File: config.mk
export PLATFORM = sky130hd
export DESIGN_NAME = clock_set_ctrl_flat
export DESIGN_NICKNAME = d
export VERILOG_FILES = /design/src/rtl/clock_pkg.sv /design/src/rtl/clock_set_ctrl_if.sv /design/src/rtl/clock_prescaler.sv /design/src/rtl/clock_set_ctrl.sv /design/src/flat_wrapper.sv
export SDC_FILE = /design/constraint.sdc
export NUM_CORES = 1
export LEC_CHECK = 0
export CORE_MARGIN = 5
export CORE_UTILIZATION = 40
export DETAILED_ROUTE_END_ITERATION = 10
export PLACE_DENSITY = 0.88
export REMOVE_ABC_BUFFERS = 1
export SLEW_MARGIN = 15
export SYNTH_ARGS = -nofsm -noshare
export SYNTH_HDL_FRONTEND = slang
export SYNTH_HIERARCHICAL = 1
export SYNTH_SLANG_ARGS = --single-unit
export TNS_END_PERCENT = 10
File: constraint.sdc
create_clock -name io_clock -period 3.2 [get_ports io_clock]
set_input_delay 0.32 -clock io_clock [delete_from_list [all_inputs] [get_ports io_clock]]
set_output_delay 0.32 -clock io_clock [all_outputs]
set_load 0.05 [all_outputs]
File: src/rtl/clock_pkg.sv
// Package: clock_pkg
// Shared types and constants for the clock set controller slice.
//   state_t      - time-set FSM encoding (RUN=0, SET_HRS=1, SET_MIN=2, COMMIT=3)
//   TIME_W       - width of every time field exchanged with the clock counter
//   HRS_MAX_DEF  - default hours modulus
//   MIN_MAX_DEF  - default minutes modulus
package clock_pkg;

    localparam int TIME_W      = 32;
    localparam int HRS_MAX_DEF = 24;
    localparam int MIN_MAX_DEF = 60;

    typedef enum logic [1:0] {
        RUN     = 2'd0,
        SET_HRS = 2'd1,
        SET_MIN = 2'd2,
        COMMIT  = 2'd3
    } state_t;

endpackage

File: src/rtl/clock_set_ctrl_if.sv
// Interface: clock_set_ctrl_if
// Bundles the controller's button inputs, counter feedback and counter
// command outputs.
//   master - used by clock_set_ctrl (drives tick/load/state)
//   slave  - used by the surrounding logic (drives buttons and cur_*)
// Optional build macro CLOCK_ALARM_EN adds io_alarm_hrs, io_alarm_min and
// io_alarm.
interface clock_set_ctrl_if;
    import clock_pkg::*;

    logic              io_mode;
    logic              io_inc;
    logic [TIME_W-1:0] io_cur_sec;
    logic [TIME_W-1:0] io_cur_min;
    logic [TIME_W-1:0] io_cur_hrs;
    logic              io_tick_en;
    logic              io_load;
    logic [TIME_W-1:0] io_load_sec;
    logic [TIME_W-1:0] io_load_min;
    logic [TIME_W-1:0] io_load_hrs;
    logic [1:0]        io_state;
`ifdef CLOCK_ALARM_EN
    logic [TIME_W-1:0] io_alarm_hrs;
    logic [TIME_W-1:0] io_alarm_min;
    logic              io_alarm;
`endif

    modport master (
        input  io_mode, io_inc, io_cur_sec, io_cur_min, io_cur_hrs,
`ifdef CLOCK_ALARM_EN
        input  io_alarm_hrs, io_alarm_min,
        output io_alarm,
`endif
        output io_tick_en, io_load, io_load_sec, io_load_min, io_load_hrs, io_state
    );

    modport slave (
        output io_mode, io_inc, io_cur_sec, io_cur_min, io_cur_hrs,
`ifdef CLOCK_ALARM_EN
        output io_alarm_hrs, io_alarm_min,
        input  io_alarm,
`endif
        input  io_tick_en, io_load, io_load_sec, io_load_min, io_load_hrs, io_state
    );

endinterface

File: src/rtl/clock_prescaler.sv
// Module: clock_prescaler
// Divides clk down to a one-cycle tick every TICK_DIV cycles while enabled.
//   clk     - clock
//   rst_n   - synchronous active-low reset
//   enable  - count while high; counter held at 0 while low
//   restart - force the counter back to 0 (start a full period)
//   tick    - high while the counter sits at TICK_DIV-1 and enable is high
module clock_prescaler #(
    parameter int unsigned TICK_DIV = 100_000_000
) (
    input  logic clk,
    input  logic rst_n,
    input  logic enable,
    input  logic restart,
    output logic tick
);

    localparam int CNT_W = $clog2(TICK_DIV);
    localparam logic [CNT_W-1:0] CNT_LAST = CNT_W'(TICK_DIV - 1);

    logic [CNT_W-1:0] cnt;

    // NOTE: reset is sampled on the clock edge (synchronous), so it lives
    // inside the clocked branch rather than in the sensitivity list.
    always_ff @(posedge clk) begin
        if (!rst_n || !enable || restart) begin
            cnt <= '0;
        end else if (cnt == CNT_LAST) begin
            cnt <= '0;
        end else begin
            cnt <= cnt + CNT_W'(1);
        end
    end

    assign tick = enable && (cnt == CNT_LAST);

endmodule

File: src/rtl/clock_set_ctrl.sv
// Module: clock_set_ctrl
// Sequences the hh:mm:ss counter: issues its 1 Hz tick enable, runs the
// time-set FSM driven by debounced mode/inc pulses, and strobes a one-cycle
// load of the edited time back into the counter.
//   io_clock - clock (rising edge)
//   io_reset - synchronous active-low reset
//   bus      - clock_set_ctrl_if.master: buttons, cur_* feedback, tick/load
//              commands, load values and FSM state
// Optional build macro CLOCK_ALARM_EN adds a registered hh:mm alarm compare.
module clock_set_ctrl
    import clock_pkg::*;
#(
    parameter int unsigned TICK_DIV = 100_000_000,
    parameter int unsigned HRS_MAX  = HRS_MAX_DEF,
    parameter int unsigned MIN_MAX  = MIN_MAX_DEF
) (
    input  logic             io_clock,
    input  logic             io_reset,
    clock_set_ctrl_if.master bus
);

    localparam int HRS_W = $clog2(HRS_MAX);
    localparam int MIN_W = $clog2(MIN_MAX);
    localparam logic [HRS_W-1:0] HRS_LAST = HRS_W'(HRS_MAX - 1);
    localparam logic [MIN_W-1:0] MIN_LAST = MIN_W'(MIN_MAX - 1);

    state_t           state;
    logic [HRS_W-1:0] edit_hrs;
    logic [MIN_W-1:0] edit_min;
    logic             load_q;
    logic [HRS_W-1:0] snap_hrs;
    logic [MIN_W-1:0] snap_min;
    logic             unused_cur_sec;

    // Seconds feedback is not needed: a load always restarts at :00.
    assign unused_cur_sec = ^bus.io_cur_sec;

    // Out-of-range counter values snapshot as 0 so the edit regs never
    // hold an illegal time.
    assign snap_hrs = (bus.io_cur_hrs >= TIME_W'(HRS_MAX)) ? '0 : bus.io_cur_hrs[HRS_W-1:0];
    assign snap_min = (bus.io_cur_min >= TIME_W'(MIN_MAX)) ? '0 : bus.io_cur_min[MIN_W-1:0];

    // NOTE: all state below uses non-blocking assignments so every register
    // samples the pre-edge values, independent of statement order.
    always_ff @(posedge io_clock) begin
        if (!io_reset) begin
            state    <= RUN;
            edit_hrs <= '0;
            edit_min <= '0;
            load_q   <= 1'b0;
        end else begin
            load_q <= 1'b0;
            case (state)
                RUN: begin
                    if (bus.io_mode) begin
                        state    <= SET_HRS;
                        edit_hrs <= snap_hrs;
                        edit_min <= snap_min;
                    end
                end
                SET_HRS: begin
                    // mode has priority; a simultaneous inc is dropped
                    if (bus.io_mode) begin
                        state <= SET_MIN;
                    end else if (bus.io_inc) begin
                        edit_hrs <= (edit_hrs == HRS_LAST) ? '0 : edit_hrs + HRS_W'(1);
                    end
                end
                SET_MIN: begin
                    if (bus.io_mode) begin
                        state  <= COMMIT;
                        load_q <= 1'b1;
                    end else if (bus.io_inc) begin
                        edit_min <= (edit_min == MIN_LAST) ? '0 : edit_min + MIN_W'(1);
                    end
                end
                COMMIT: begin
                    state <= RUN;
                end
                default: begin
                    state <= RUN;
                end
            endcase
        end
    end

    // Restart on the load cycle so the first second after a load is a full
    // TICK_DIV period.
    clock_prescaler #(
        .TICK_DIV (TICK_DIV)
    ) u_prescaler (
        .clk     (io_clock),
        .rst_n   (io_reset),
        .enable  (state == RUN),
        .restart (load_q),
        .tick    (bus.io_tick_en)
    );

    assign bus.io_load     = load_q;
    assign bus.io_state    = state;
    assign bus.io_load_sec = '0;
    assign bus.io_load_hrs = TIME_W'(edit_hrs);
    assign bus.io_load_min = TIME_W'(edit_min);

`ifdef CLOCK_ALARM_EN
    logic alarm_q;

    always_ff @(posedge io_clock) begin
        if (!io_reset) begin
            alarm_q <= 1'b0;
        end else begin
            alarm_q <= (state == RUN) &&
                       (bus.io_cur_hrs == bus.io_alarm_hrs) &&
                       (bus.io_cur_min == bus.io_alarm_min);
        end
    end

    assign bus.io_alarm = alarm_q;
`endif

endmodule

File: src/flat_wrapper.sv
// flat-port wrapper written by rule: the top's interface ports become plain ports
module clock_set_ctrl_flat import clock_pkg::*;
#(
    parameter int unsigned TICK_DIV = 100_000_000,
    parameter int unsigned HRS_MAX  = HRS_MAX_DEF,
    parameter int unsigned MIN_MAX  = MIN_MAX_DEF
)
  (io_clock, io_reset, bus_io_mode, bus_io_inc, bus_io_cur_sec, bus_io_cur_min, bus_io_cur_hrs, bus_io_tick_en, bus_io_load, bus_io_load_sec, bus_io_load_min, bus_io_load_hrs, bus_io_state);
  clock_set_ctrl_if bus_i ();
  input  logic io_clock;
  input  logic io_reset;
  input wire logic [$bits(bus_i.io_mode)-1:0] bus_io_mode;
  input wire logic [$bits(bus_i.io_inc)-1:0] bus_io_inc;
  input wire logic [$bits(bus_i.io_cur_sec)-1:0] bus_io_cur_sec;
  input wire logic [$bits(bus_i.io_cur_min)-1:0] bus_io_cur_min;
  input wire logic [$bits(bus_i.io_cur_hrs)-1:0] bus_io_cur_hrs;
  output wire logic [$bits(bus_i.io_tick_en)-1:0] bus_io_tick_en;
  output wire logic [$bits(bus_i.io_load)-1:0] bus_io_load;
  output wire logic [$bits(bus_i.io_load_sec)-1:0] bus_io_load_sec;
  output wire logic [$bits(bus_i.io_load_min)-1:0] bus_io_load_min;
  output wire logic [$bits(bus_i.io_load_hrs)-1:0] bus_io_load_hrs;
  output wire logic [$bits(bus_i.io_state)-1:0] bus_io_state;
  assign bus_i.io_mode = bus_io_mode;
  assign bus_i.io_inc = bus_io_inc;
  assign bus_i.io_cur_sec = bus_io_cur_sec;
  assign bus_i.io_cur_min = bus_io_cur_min;
  assign bus_i.io_cur_hrs = bus_io_cur_hrs;
  assign bus_io_tick_en = bus_i.io_tick_en;
  assign bus_io_load = bus_i.io_load;
  assign bus_io_load_sec = bus_i.io_load_sec;
  assign bus_io_load_min = bus_i.io_load_min;
  assign bus_io_load_hrs = bus_i.io_load_hrs;
  assign bus_io_state = bus_i.io_state;
  clock_set_ctrl #(.TICK_DIV(TICK_DIV), .HRS_MAX(HRS_MAX), .MIN_MAX(MIN_MAX)) u_core (.io_clock(io_clock), .io_reset(io_reset), .bus(bus_i));
endmodule
After elaboration in Yosys (flattened, before gate mapping)
Index checks and enable logic that the tools add are counted.
{"block": "word_totals", "inputBits": 100, "elab_cells": 53, "ff_bits": 41}
{"block": "op_classes", "add_sub_neg": 3, "muxes": 17, "n_eq_ne": 13, "magnitude_cmp": 2, "n_reduce_logical": 13}
{"cell": ">= comparator 32 x 5 -> 1 bit, second input constant", "n": 1}
{"cell": ">= comparator 32 x 6 -> 1 bit, second input constant", "n": 1}
{"cell": "2-to-1 mux 6 bit", "n": 5}
{"cell": "adder 27 x 1 -> 27 bit, second input constant", "n": 1}
{"cell": "equality test 27 bit, second input constant", "n": 1}
{"cell": "2-to-1 mux 5 bit", "n": 5}
{"cell": "inequality test 2 bit, second input constant", "n": 7}
{"cell": "one-hot mux 6 bit (2 select lines)", "n": 1}
{"cell": "one-hot mux 5 bit (2 select lines)", "n": 1}
{"cell": "one-hot mux 2 bit (4 select lines)", "n": 1}
{"cell": "AND reduction 4 bit", "n": 2}
{"cell": "adder 6 x 1 -> 6 bit, second input constant", "n": 1}
{"cell": "equality test 6 bit, second input constant", "n": 1}
{"cell": "2-to-1 mux 2 bit", "n": 3}
{"cell": "adder 5 x 1 -> 5 bit, second input constant", "n": 1}
{"cell": "equality test 5 bit, second input constant", "n": 1}
{"cell": "equality test 2 bit, second input constant", "n": 2}
{"cell": "nonzero test 2 bit", "n": 2}
{"cell": "AND reduction 3 bit", "n": 1}
{"cell": "equality test 2 x 1 -> 1 bit, second input constant", "n": 1}
{"cell": "logical NOT 1 bit", "n": 2}
{"cell": "logical NOT 2 bit", "n": 1}
{"cell": "logical OR 1 bit", "n": 2}
{"cell": "AND reduction 2 bit", "n": 1}
{"cell": "other kinds (3)", "n": 3}

Depth between registers and ports, before layout
{"block": "logic_depth", "depth_word": 5, "depth_mapped": 7, "mapped_depth_nobuf": 6}

By module
The synthesis kept the hierarchy.
{"mod": "clock_set_ctrl", "area_each_um2": 1712.9, "seq_area_each_um2": 280.3, "n_inst": 1, "cells_each": 213}
{"mod": "clock_prescaler", "area_each_um2": 1346.3, "seq_area_each_um2": 540.5, "n_inst": 1, "cells_each": 147}

Worst setup path after synthesis
Ideal clock, no wire load.
{"block": "synth_path", "path_type": "flip-flop to output port", "startpoint": "register u_core.state[1] (netlist: u_core/bus.io_state[1])", "endpoint": "output bus_io_tick_en", "path_slack_ns": 0.419, "arrival_time_ns": 2.461, "path_stages_with_launch": 5, "path_buffers": 0, "required_ns": 2.880, "cell_sequence": "dfxtp_1 > inv_1 > ha_1 > inv_1 > nor4_1"}
{"block": "synth_via", "elab_chain_len": 2}
{"item": "from (decl)", "line_no": "clock_set_ctrl.sv:27", "source": "state_t state;"}
{"item": "from (signal assigned)", "line_no": "clock_set_ctrl.sv:47", "source": "state <= RUN;"}
{"item": "from (signal assigned)", "line_no": "clock_set_ctrl.sv:56", "source": "state <= SET_HRS;"}
{"item": "from (signal assigned)", "line_no": "clock_set_ctrl.sv:64", "source": "state <= SET_MIN;"}
{"item": "logical NOT 2 bit", "line_no": "clock_set_ctrl.sv:94", "source": ".enable (state == RUN),"}
{"item": "logical AND 1 bit", "line_no": "clock_prescaler.sv:35", "source": "assign tick = enable && (cnt == CNT_LAST);"}
{"item": "to (decl)", "line_no": "flat_wrapper.sv:17", "source": "output wire logic [$bits(bus_i.io_tick_en)-1:0] bus_io_tick_en;"}
Every way passes these cells.

Worst setup path after layout
{"block": "layout_path", "startpoint": "register u_core.u_prescaler.cnt[12]", "endpoint": "output bus_io_tick_en"}
{"block": "layout_via", "elab_chain_len": 2}
{"item": "from (decl)", "line_no": "clock_prescaler.sv:21", "source": "logic [CNT_W-1:0] cnt;"}
{"item": "from (signal assigned)", "line_no": "clock_prescaler.sv:31", "source": "cnt <= cnt + CNT_W'(1);"}
{"item": "equality test 27 bit", "line_no": "clock_prescaler.sv:35"}
{"item": "logical AND 1 bit", "line_no": "clock_prescaler.sv:35"}
Every way passes these cells.

==> results.toml <==
[detailed_routing]
drc = 0
vias = 2646
drt-total-wl_mm = 7.253
drt_iter0_drc = 90
drt-vias-per-instance = 4.891
postRouteAntennaNets = 0
drtPass1Iterations = 4
wl_per_cell_um = 13.41

[floorplanning]
dieArea_um2 = 9497
die_x_um = 97.45
rows = 31
pin_count = 200
core_area_um2 = 7331
die_h_um = 97.45
start_util_pct = 41.73

[layout]
fin_cells = 541
area_growth_pct = 22.25
antenna_cells = 0
layout_common_cells = "conb_1 (85), clkdlybuf4s50_1 (82), dfxtp_1 (41)"
drive_gt1_share_pct = 6.787
final_nets = 547
final_common_cell = "conb_1"

[power]
leakagePower_nw = 1.436
p_total_mw = 1.618
power_switching_uw = 643.3
power_frac_comb_pct = 37.7
p_int_uw = 974.9
powerDensity_nw_per_um2 = 432.7
swShare_pct = 39.75
clkPwrFrac_pct = 26.9
seqPwrFrac_pct = 35.3
vdd_drop_max_mv = 0.1842

[sta]
grt_setup_unrepaired = "false"
setup_tns_ns = 0
tightest_slew_ns = 0.6628
slew_violations = 0
hold_violations = 0
min_period_ns = 2.858
finalSetupViolations = 0
min_period_over_period_pct = 89.33
finClkSkew_ns = 0.004312
clock.fmax_ghz = 0.3498
relSlewSlack_pct = 55.81

[synthesis]
syn-instance-count = 360
synth_cell_type_count = 51
synth_top_area_share_pct = 26.83
syn_area_per_cell_um2 = 8.498
yosysSeqAreaShare_pct = 26.83
synth_area_leaders = "dfxtp_1 (27%), buf_4 (21%), xor2_1 (4.3%)"
synth_edf_count = 0
ys_seq_elements = 41
synth_area_um2 = 3059
ys.flop_type = "dfxtp_1"
yosys_warnings = 6
synthArstFlopShare_pct = 0
yosysTopAreaCell = "dfxtp_1"

[grt]
grt_pass1_wl_mm = 11.96
grtUsageTotal_pct = 14.86
grt_max_degree = 17
grt_pass1_vias = 2567
grt_antenna_before_repair = 0
overflow = 0

[cts]
cts_tree = "done"
post-cts-setup-buffers = 0
cts_buffer_depth = 2
clk_pin_slew_ns = 0.08
hold_buffers = 0
numCtsBuffers = 5
ctsResizeCount = 0
clock_latency_ns = 0.30
cts-root-buf = "clkbuf_8"
ctsHtreeMaxLevel = 2
cts.sinks = 41

[placed_design]
port_buffers = 82
dp_cells = 533
gp_congestion = 0.8739
dp_hpwl_mm = 5.829

[critical_path]
required_ns = 2.88
cp-start-kind = "register"
crit_type = "register to output port"
crit_path_end_kind = "output port"
crit_path_max_fanout = 5
crit_arrival_ns = 2.54

[status]
status = "completed"

[job]
drv_cap = 0

[worst_hold_path]
hp-class = "register to register"
## cells in the mapped netlist, types with 12 or more instances
| cell | instances |
|---|---|
| a21oi_1 | 12 |
| buf_4 | 86 |
| dfxtp_1 | 41 |
| inv_1 | 16 |
| nand2_1 | 15 |
| nand3_1 | 14 |
| nand4_1 | 13 |
| nor2_1 | 19 |
| nor4_1 | 15 |
| o21ai_0 | 16 |
| xor2_1 | 15 |
## kinds of logic after synthesis
family | Yosys count | synth area share [%]
other | 1 | 0.1226
adders and majority gates | 6 | 2.454
xor gates and xnor gates | 17 | 4.867
buffers and inverters | 109 | 24.95
and+or+nand+nor | 127 | 25.40
DFF | 41 | 26.83
muxes | 4 | 2.331
AOI/OAI and AO/OA | 55 | 13.05
## power groups by stage
| stage | Combinational [mW] | Clock [mW] | Sequential, mW |
|---|---|---|---|
| floorplan | 0.361 | 0 | 0.656 |
| global placement | 0.597 | 0 | 0.582 |
| detailed placement | 0.605 | 0 | 0.584 |
| CTS | 0.607 | 0.445 | 0.572 |
| global route | 0.646 | 0.466 | 0.578 |
| finish | 0.611 | 0.436 | 0.572 |
## metal layers
layer | share of wire [%] | track usage [%]
met1 | 36 | 15.36
met2 | 52 | 27.52
met3 | 10 | 5.025
met4 | 2.2 | 5.538
met5 | 0 | 0
## through the flow
stage	instance area [um^2]	worst slack, ns	hold WS [ns]	utilization [%]
2_1_floorplan	2671	0.4189	0.4262	-
4_1_cts	3740	0.3259	0.4861	51.02
5_1_grt	3740	0.1920	0.5061	51.02
3_3_place_gp	3623	0.7148	0.4385	49.43
6_report	3740	0.3415	0.4777	51.02
3_5_place_dp	3623	0.6976	0.4682	49.43
## sequential cells by signal, summed over array words and instances, names as in the netlist
register                count
u_core/bus.io_load          1
u_core/edit_min             6
u_core/edit_hrs             5
u_core/bus.io_state         2
u_core/u_prescaler/cnt     27
## layout make-up
cell class                 count  area (um^2)
fill                         674         3591
sequential                    41        820.8
clock inverter                 1        30.03
tap                           99        123.9
clock buffer                   7        86.33
inverter                      16        60.06
timing repair buffer          83        828.3
multi-input combinational    294         1790
## critical path, cell delays in order, from the launching register on
cell,delay [ns]
dfxtp_1,0.39
nor4b_2,0.29
nand4_1,0.23
nor4_1,0.45
clkdlybuf4s50_1,0.89
## worst paths after layout
check / from / to / slack (ns) / cells after the start
min: u_core/u_prescaler/cnt[0] / u_core/u_prescaler/cnt[0] / 0.48 / 1
max: u_core/u_prescaler/cnt[12] / bus_io_tick_en / 0.34 / 4
max reg2reg: u_core/bus.io_state[0] / u_core/edit_min[3] / 0.94 / 6
min reg2reg: u_core/u_prescaler/cnt[0] / u_core/u_prescaler/cnt[0] / 0.48 / 1
Power figures use the tool's default switching activity.
